==> src/rtl/proc_mem_arb_pkg.sv <==
// Shared types and constants for the processor instruction/data memory arbiter.
package proc_mem_arb_pkg;

    typedef enum logic [1:0] {
        IDLE   = 2'd0,
        BUSY_I = 2'd1,
        BUSY_D = 2'd2
    } state_e;

    localparam logic MEMREQ_READ  = 1'b0;
    localparam logic MEMREQ_WRITE = 1'b1;

    // Starve count width; holds STARVE_MAX values 1..15.
    localparam int STARVE_W = 4;

endpackage

==> src/rtl/sat_counter.sv <==
// Saturating up-counter with enable and synchronous clear.
module sat_counter #(
    parameter int W = 32
) (
    input  logic         clk,
    input  logic         clr_i,
    input  logic         en_i,
    output logic [W-1:0] cnt_o
);

    logic [W-1:0] cnt_q;
    logic [W-1:0] cnt_d;

    // Next value: hold at all-ones once reached.
    always_comb begin
        cnt_d = cnt_q;
        if (en_i && (cnt_q != {W{1'b1}})) begin
            cnt_d = cnt_q + W'(1);
        end
    end

    // Counter register with synchronous clear.
    always_ff @(posedge clk) begin
        if (clr_i) begin
            cnt_q <= '0;
        end else begin
            cnt_q <= cnt_d;
        end
    end

    assign cnt_o = cnt_q;

endmodule

==> src/rtl/proc_mem_arb.sv <==
// Arbiter sharing one single-ported, variable-latency memory between the
// instruction-fetch port (I) and the data port (D). One outstanding
// transaction at a time; D has priority unless I has been starved for
// STARVE_MAX consecutive D grants.
// Handshake: a request transfers in a cycle where its val and rdy are both
// high; requesters hold val and fields stable until rdy; rdy is only raised
// in IDLE when the memory's memreq_rdy is high. Responses are one-cycle pulses.
// Optional statistics counters are built when MEM_ARB_STATS_EN is defined.
module proc_mem_arb
    import proc_mem_arb_pkg::*;
#(
    parameter int STARVE_MAX = 4
) (
    input  logic        clk,
    input  logic        rst,
    input  logic        imemreq_val,
    output logic        imemreq_rdy,
    input  logic [31:0] imemreq_addr,
    output logic        imemresp_val,
    output logic [31:0] imemresp_data,
    input  logic        dmemreq_val,
    output logic        dmemreq_rdy,
    input  logic        dmemreq_type,
    input  logic [31:0] dmemreq_addr,
    input  logic [31:0] dmemreq_wdata,
    output logic        dmemresp_val,
    output logic [31:0] dmemresp_rdata,
    output logic        memreq_val,
    input  logic        memreq_rdy,
    output logic        memreq_type,
    output logic [31:0] memreq_addr,
    output logic [31:0] memreq_wdata,
    input  logic        memresp_val,
    input  logic [31:0] memresp_data,
    output logic [31:0] stat_igrant,
    output logic [31:0] stat_dgrant,
    output logic [31:0] stat_conflict,
    output state_e      dbg_state_o
);

    localparam logic [STARVE_W-1:0] STARVE_LIM = STARVE_W'(STARVE_MAX);

    state_e              state_q, state_d;
    logic [STARVE_W-1:0] starve_q, starve_d;
    logic                i_wins;

    // I wins only when D is absent or I has hit the starvation limit.
    assign i_wins = imemreq_val && (!dmemreq_val || (starve_q == STARVE_LIM));

    // Next-state, grant, starve-count and output steering.
    always_comb begin
        state_d        = state_q;
        starve_d       = starve_q;
        imemreq_rdy    = 1'b0;
        dmemreq_rdy    = 1'b0;
        imemresp_val   = 1'b0;
        imemresp_data  = '0;
        dmemresp_val   = 1'b0;
        dmemresp_rdata = '0;
        memreq_val     = 1'b0;
        memreq_type    = MEMREQ_READ;
        memreq_addr    = '0;
        memreq_wdata   = '0;
        case (state_q)
            IDLE: begin
                if (i_wins) begin
                    memreq_val  = 1'b1;
                    memreq_type = MEMREQ_READ;
                    memreq_addr = imemreq_addr;
                    if (memreq_rdy) begin
                        imemreq_rdy = 1'b1;
                        starve_d    = '0;
                        state_d     = BUSY_I;
                    end
                end else if (dmemreq_val) begin
                    memreq_val   = 1'b1;
                    memreq_type  = dmemreq_type;
                    memreq_addr  = dmemreq_addr;
                    memreq_wdata = dmemreq_wdata;
                    if (memreq_rdy) begin
                        dmemreq_rdy = 1'b1;
                        state_d     = BUSY_D;
                        if (!imemreq_val) begin
                            starve_d = '0;
                        end else if (starve_q != STARVE_LIM) begin
                            starve_d = starve_q + STARVE_W'(1);
                        end
                    end
                end
            end
            BUSY_I: begin
                if (memresp_val) begin
                    imemresp_val  = 1'b1;
                    imemresp_data = memresp_data;
                    state_d       = IDLE;
                end
            end
            BUSY_D: begin
                if (memresp_val) begin
                    dmemresp_val   = 1'b1;
                    dmemresp_rdata = memresp_data;
                    state_d        = IDLE;
                end
            end
            default: state_d = IDLE;
        endcase
    end

    // State and starve-count registers.
    always_ff @(posedge clk) begin
        if (rst) begin
            state_q  <= IDLE;
            starve_q <= '0;
        end else begin
            state_q  <= state_d;
            starve_q <= starve_d;
        end
    end

    assign dbg_state_o = state_q;

`ifdef MEM_ARB_STATS_EN
    logic conflict;
    assign conflict = (state_q == IDLE) && imemreq_val && dmemreq_val;

    sat_counter #(.W(32)) u_stat_igrant (
        .clk   (clk),
        .clr_i (rst),
        .en_i  (imemreq_rdy),
        .cnt_o (stat_igrant)
    );

    sat_counter #(.W(32)) u_stat_dgrant (
        .clk   (clk),
        .clr_i (rst),
        .en_i  (dmemreq_rdy),
        .cnt_o (stat_dgrant)
    );

    sat_counter #(.W(32)) u_stat_conflict (
        .clk   (clk),
        .clr_i (rst),
        .en_i  (conflict),
        .cnt_o (stat_conflict)
    );
`else
    assign stat_igrant   = '0;
    assign stat_dgrant   = '0;
    assign stat_conflict = '0;
`endif

endmodule

==> config.mk <==
export PLATFORM = sky130hd
export DESIGN_NAME = proc_mem_arb
export DESIGN_NICKNAME = d
export VERILOG_FILES = /design/src/rtl/proc_mem_arb_pkg.sv /design/src/rtl/sat_counter.sv /design/src/rtl/proc_mem_arb.sv
export SDC_FILE = /design/constraint.sdc
export NUM_CORES = 1
export LEC_CHECK = 0
export ABC_AREA = 1
export CORE_AREA = 3 3 142 144
export CTS_CLUSTER_DIAMETER = 120
export CTS_CLUSTER_SIZE = 40
export DETAILED_ROUTE_END_ITERATION = 16
export DIE_AREA = 0 0 145 147
export PLACE_DENSITY_LB_ADDON = 0.12
export SKIP_LAST_GASP = 1
export SLEW_MARGIN = 20
export SYNTH_ARGS = -nofsm -noshare
export SYNTH_HDL_FRONTEND = slang
export SYNTH_SLANG_ARGS = --single-unit
==> constraint.sdc <==
create_clock -name clk -period 2.4 [get_ports clk]
set_input_delay 0.72 -clock clk [delete_from_list [all_inputs] [get_ports clk]]
set_output_delay 0.72 -clock clk [all_outputs]
set_load 0.02 [all_outputs]
== Word-level counts from Yosys, hierarchy flattened ==
Index checks and enable logic that the tools add are counted.

* Word-level logic and storage cells: 55
* Output and inout bits: 232
* Input bits: 135
* Flip-flop bits (word level): 6

* Muxes and demuxes: 36
* Add/sub/neg operators: 1
* Reduce and logical (&&, ||, !) cells: 8
* Equality and inequality tests: 8

{| class="wikitable"
|+ Operators with widths
! kind !! number
|-
| 2-to-1 mux 32 bit || 9
|-
| 2-to-1 mux 4 bit || 6
|-
| 2-to-1 mux 1 bit || 15
|-
| 2-to-1 mux 2 bit || 5
|-
| adder 4 x 1 -> 4 bit (second input constant) || 1
|-
| == test 4 x 3 -> 1 bit (second input constant) || 1
|-
| != test 4 x 3 -> 1 bit (second input constant) || 1
|-
| case mux 2 bit (2 select lines) || 1
|-
| AND reduction 4 bit || 1
|-
| != test 3 x 1 -> 1 bit (second input constant) || 1
|-
| != test 3 bit (second input constant) || 1
|-
| AND reduction 3 bit || 1
|-
| == test 2 x 1 -> 1 bit (second input constant) || 1
|-
| == test 2 bit (second input constant) || 1
|-
| zero test 2 bit || 1
|-
| != test 2 x 1 -> 1 bit (second input constant) || 1
|-
| != test 2 bit (second input constant) || 1
|-
| nonzero test 2 bit || 1
|-
| OR reduction 2 bit || 1
|-
| logical AND 1 bit || 1
|-
| zero test 1 bit || 1
|-
| logical OR 1 bit || 1
|}

== Logic depth before layout (Yosys ltp) ==
* Depth after elaboration: 6
* Depth in mapped cells: 10
* Gate-level depth less buffers: 9

== Worst setup path after synthesis ==
OpenSTA, ideal clock, no wires.

* Path type: input to output
* Start: input port dmemreq_val
* End: output port memreq_wdata[10]
* Stages: 5
* Path slack: 0.030 ns
* Data arrival time: 1.650 ns
* Required time: 1.680 ns
* Path buffers: 1
* Cells stage by stage: nand2_1 -> nand2_2 -> nand2_4 -> buf_2 -> nor3b_1

* Word-level cells in the longest chain between the ends: 5
* Elaborated cells on any way between the ends: 6
* Classes of those cells: 3 x mux; 3 x reduce/logical

{| class="wikitable"
|+ Ends and longest elaborated chain
! element !! line !! source
|-
| from (decl) || proc_mem_arb.sv:21 || <nowiki>input logic dmemreq_val,</nowiki>
|-
| zero test 1 bit || proc_mem_arb.sv:48 || <nowiki>assign i_wins = imemreq_val && (!dmemreq_val || (starve_q == STARVE_LIM));</nowiki>
|-
| logical OR 1 bit || proc_mem_arb.sv:48 ||
|-
| logical AND 1 bit || proc_mem_arb.sv:48 ||
|-
| 2-to-1 mux 32 bit (*) || proc_mem_arb.sv:66 || <nowiki>if (i_wins) begin</nowiki>
|-
| 2-to-1 mux 32 bit (*) || proc_mem_arb.sv:64 || <nowiki>case (state_q)</nowiki>
|-
| to (decl) || proc_mem_arb.sv:32 || <nowiki>output logic [31:0] memreq_wdata,</nowiki>
|}

Mark *: on every way between the ends. The rest lies on a longest branch, timed or not.

== Worst setup path after layout ==
* Start: input port dmemreq_val
* End: output port memreq_wdata[8]

Same word-level chain as after synthesis.

==> out/results.tsv <==
stage	metric	value	unit
run_status	status	finished with violations	
run_status	violations	setup timing	
placed_design	io_buffers	270	
critical_path	crit_type	in -> out	
clock_tree	h-tree-depth	1	
grt	grt_pass1_vias	3527	
clock_tree	postCtsHoldBufs	0	
synth	yosysUniqueCellTypes	24	
timing	rsz0062_at_grt	true	
critical_path	regToRegSetupSlack	900	ps
die	fp.coreArea	0.01883	sq mm
critical_path	reg2reg_from	dbg_state_o[0]$_SDFFE_PP0P_	
synth	synth_area_leaders	buf_4 (33%), nand2_1 (19%), nor2_1 (12%)	
critical_path	rr_worst_depth	8	
die	die_w	145	um
timing	final_hold_viol_count	0	
drt	firstDrtPassIters	4	
drt	drt-initial-drc-count	46	
grt	grt_overflow_total	0	
synth	synth.avg_cell_area	5.473	sq um
pwr	leakage	0.002994	uW
clock_tree	clock_latency	230	ps
job	max_cap_violations	0	
drt	wl_per_cell	13.12	um
pwr	p_total	3767	uW
placed_design	dp_hpwl	10310	um
grt	grt_usage	10.71	%
min_path	hold_end	starve_q[0]$_SDFFE_PP0P_	
min_path	min-delay-start	starve_q[0]$_SDFFE_PP0P_	
drt	via_per_inst	3.418	
die	fp.dieH	147	um
critical_path	rr_endpoint	starve_q[2]$_SDFFE_PP0P_	
die	rows	50	
drt	vias	3370	
timing	fmax	404.3	MHz
grt	grt_max_degree	34	
drt	wl	12940	um
die	io_pins	367	
synth	synth_cells	417	
synth	yosysWarningCount	0	
drt	ant_nets	0	
final_layout	final_area	0.005697	sq mm
placed_design	placed_area	0.005181	sq mm
drt	drc	0	
min_path	hold_depth	3	
synth	yosys.area.top_type_share	32.57	%
min_path	hold_class	reg -> reg	
timing	fin_skew	2.034	ps
timing	finalSetupViolCount	23	
grt	grt_first_pass_wirelength	18750	um
timing	whs	620.0	ps
pwr	vdd_drop_max	0.0002843	V
clock_tree	cts_buffers	3	
timing	min_period	2473	ps
synth	ys_seq_area_share	5.263	%
critical_path	path_max_fanout	6	
die	initial_core_util	12.12	%
critical_path	critPathArrivalTime	1750	ps
final_layout	drive_above_1_share	38.57	%
clock_tree	cts_tree	done	
final_layout	finish.utilization	30.25	%
critical_path	required	1680	ps
die	dieArea	0.02132	sq mm
synth	synth_largest_area_cell	buf_4	
pwr	power.density	661.3	mW/mm^2
critical_path	start_kind	primary input	
synth	async_flop_share	0	%
clock_tree	cts_sinks	6	
synth	synth-edff-count	0	
critical_path	worstSetupEndpointType	output pin	
timing	finalCritPeriodShare	103.1	%
final_layout	area.growth.synth_to_final	149.6	%
final_layout	antennaDiodeCount	0	
grt	antenna_found_initial	1	
synth	synth_area	0.002282	sq mm
timing	setup_slack	-73.44	ps
timing	slew_violations	0	
clock_tree	ctsLongestPathBuffers	2	
final_layout	nets	868	
final_layout	nFillCells	2085	
placed_design	gp_congestion	0.7790	
synth	ys.flop_type	dfxtp_1	
clock_tree	root_buffer	clkbuf_16	
clock_tree	path_clk_slew	30	ps
synth	ys_ff_latch	6	
==> cells in the mapped netlist, types with 2 or more instances <==
library cell  number
buf_6              3
a21oi_1            3
ha_1               5
nor3b_1           33
clkbuf_1           9
inv_2              2
nand4_1            2
dfxtp_1            6
o21ai_0            2
nor2_1            75
buf_4             99
buf_2              4
inv_1             47
nand3_1            4
nand2_1          114
==> per-layer routing <==
layer,vias up,routed length (um),GRT usage [%]
met1,1461,4260,9.433
li1,1669,-,-
met4,2,131,2.280
met2,225,7166,22.68
met5,-,7,0
met3,13,1374,4.041
==> through the flow <==
step	setup TNS, ps	setup WS (ps)	cells
after floorplan	0	30.18	512
after global placement	-99520	-916.5	965
after detailed placement	-98950	-938.1	965
after CTS	-348.7	-132.9	979
after global routing	-4332	-166.4	986
final	-1173	-73.44	986
==> critical path, cell delays in order <==
cell and delay, ps:
buf_2 110, nand2_4 70, nand2_4 90, nand2_8 70, buf_8 130, buf_8 130, buf_6 110, nor3b_4 170
buf_6 140
==> sequential cells by signal (all words and copies together), names as in the netlist <==
signal,cells
dbg_state_o,2
starve_q,4
==> logic make-up (layout without fill, tap and decap cells) <==
kind of cell	Yosys count	count (layout)	synth area share [%]
AND/OR/NAND/NOR	235	236	45.89
buffers and inverters	164	377	44.46
adder cells (fa/ha/maj)	5	5	2.741
AO/OA/AOI/OAI	5	5	1.096
other	1	96	0.1643
XOR/XNOR	1	1	0.3838
flip-flops	6	6	5.263
==> worst max path at each step <==
stage	from	endpoint
floorplan	dmemreq_val	memreq_wdata[10]
global placement	dmemreq_val	memreq_wdata[9]
detailed placement	dmemreq_val	memreq_wdata[9]
CTS	starve_q[0]$_SDFFE_PP0P_	memreq_wdata[8]
global route	starve_q[0]$_SDFFE_PP0P_	memreq_wdata[8]
finish	dmemreq_val	memreq_wdata[8]
==> repair_timing <==
item | in CTS | in global routing
endpoints found under the hold margin | 0 | 0
endpoints found under the setup margin | 134 | 130
buffers inserted | 8 | 3
gates resized for setup | 576 | 162
gates cloned | 4 | 4
pin swaps | 8 | 30
==> cell type report <==
class                   instances  area, sq um  share of cell area (%)
well taps                     260        325.3                   5.711
repair buffers                325         3063                   53.77
flip-flops and latches          6        122.6                   2.152
multi-input cells             343         1922                   33.74
inverters                      49        188.9                   3.316
clock buffers                   3        75.07                   1.318
==> layout by cell type, fill, tap and decap left out, types with 7 or more instances in the layout <==
cell type	instances
nor2_1	73
nand2_1	66
clkbuf_2	26
buf_4	58
buf_12	7
nand2_2	34
nor3b_2	24
buf_2	32
nand2_4	16
nor3b_1	7
buf_6	40
inv_1	44
clkdlybuf4s50_1	133
clkdlybuf4s15_2	12
conb_1	96
==> power by group <==
part | switching, uW | leakage [uW] | internal, uW
sequential | 10.4 | 0.0000499 | 123
combinational | 1820 | 0.00291 | 1540
clock | 59.5 | 0.0000370 | 214
total | 1890 | 0.00299 | 1870
(Power assumes the default switching activity.)
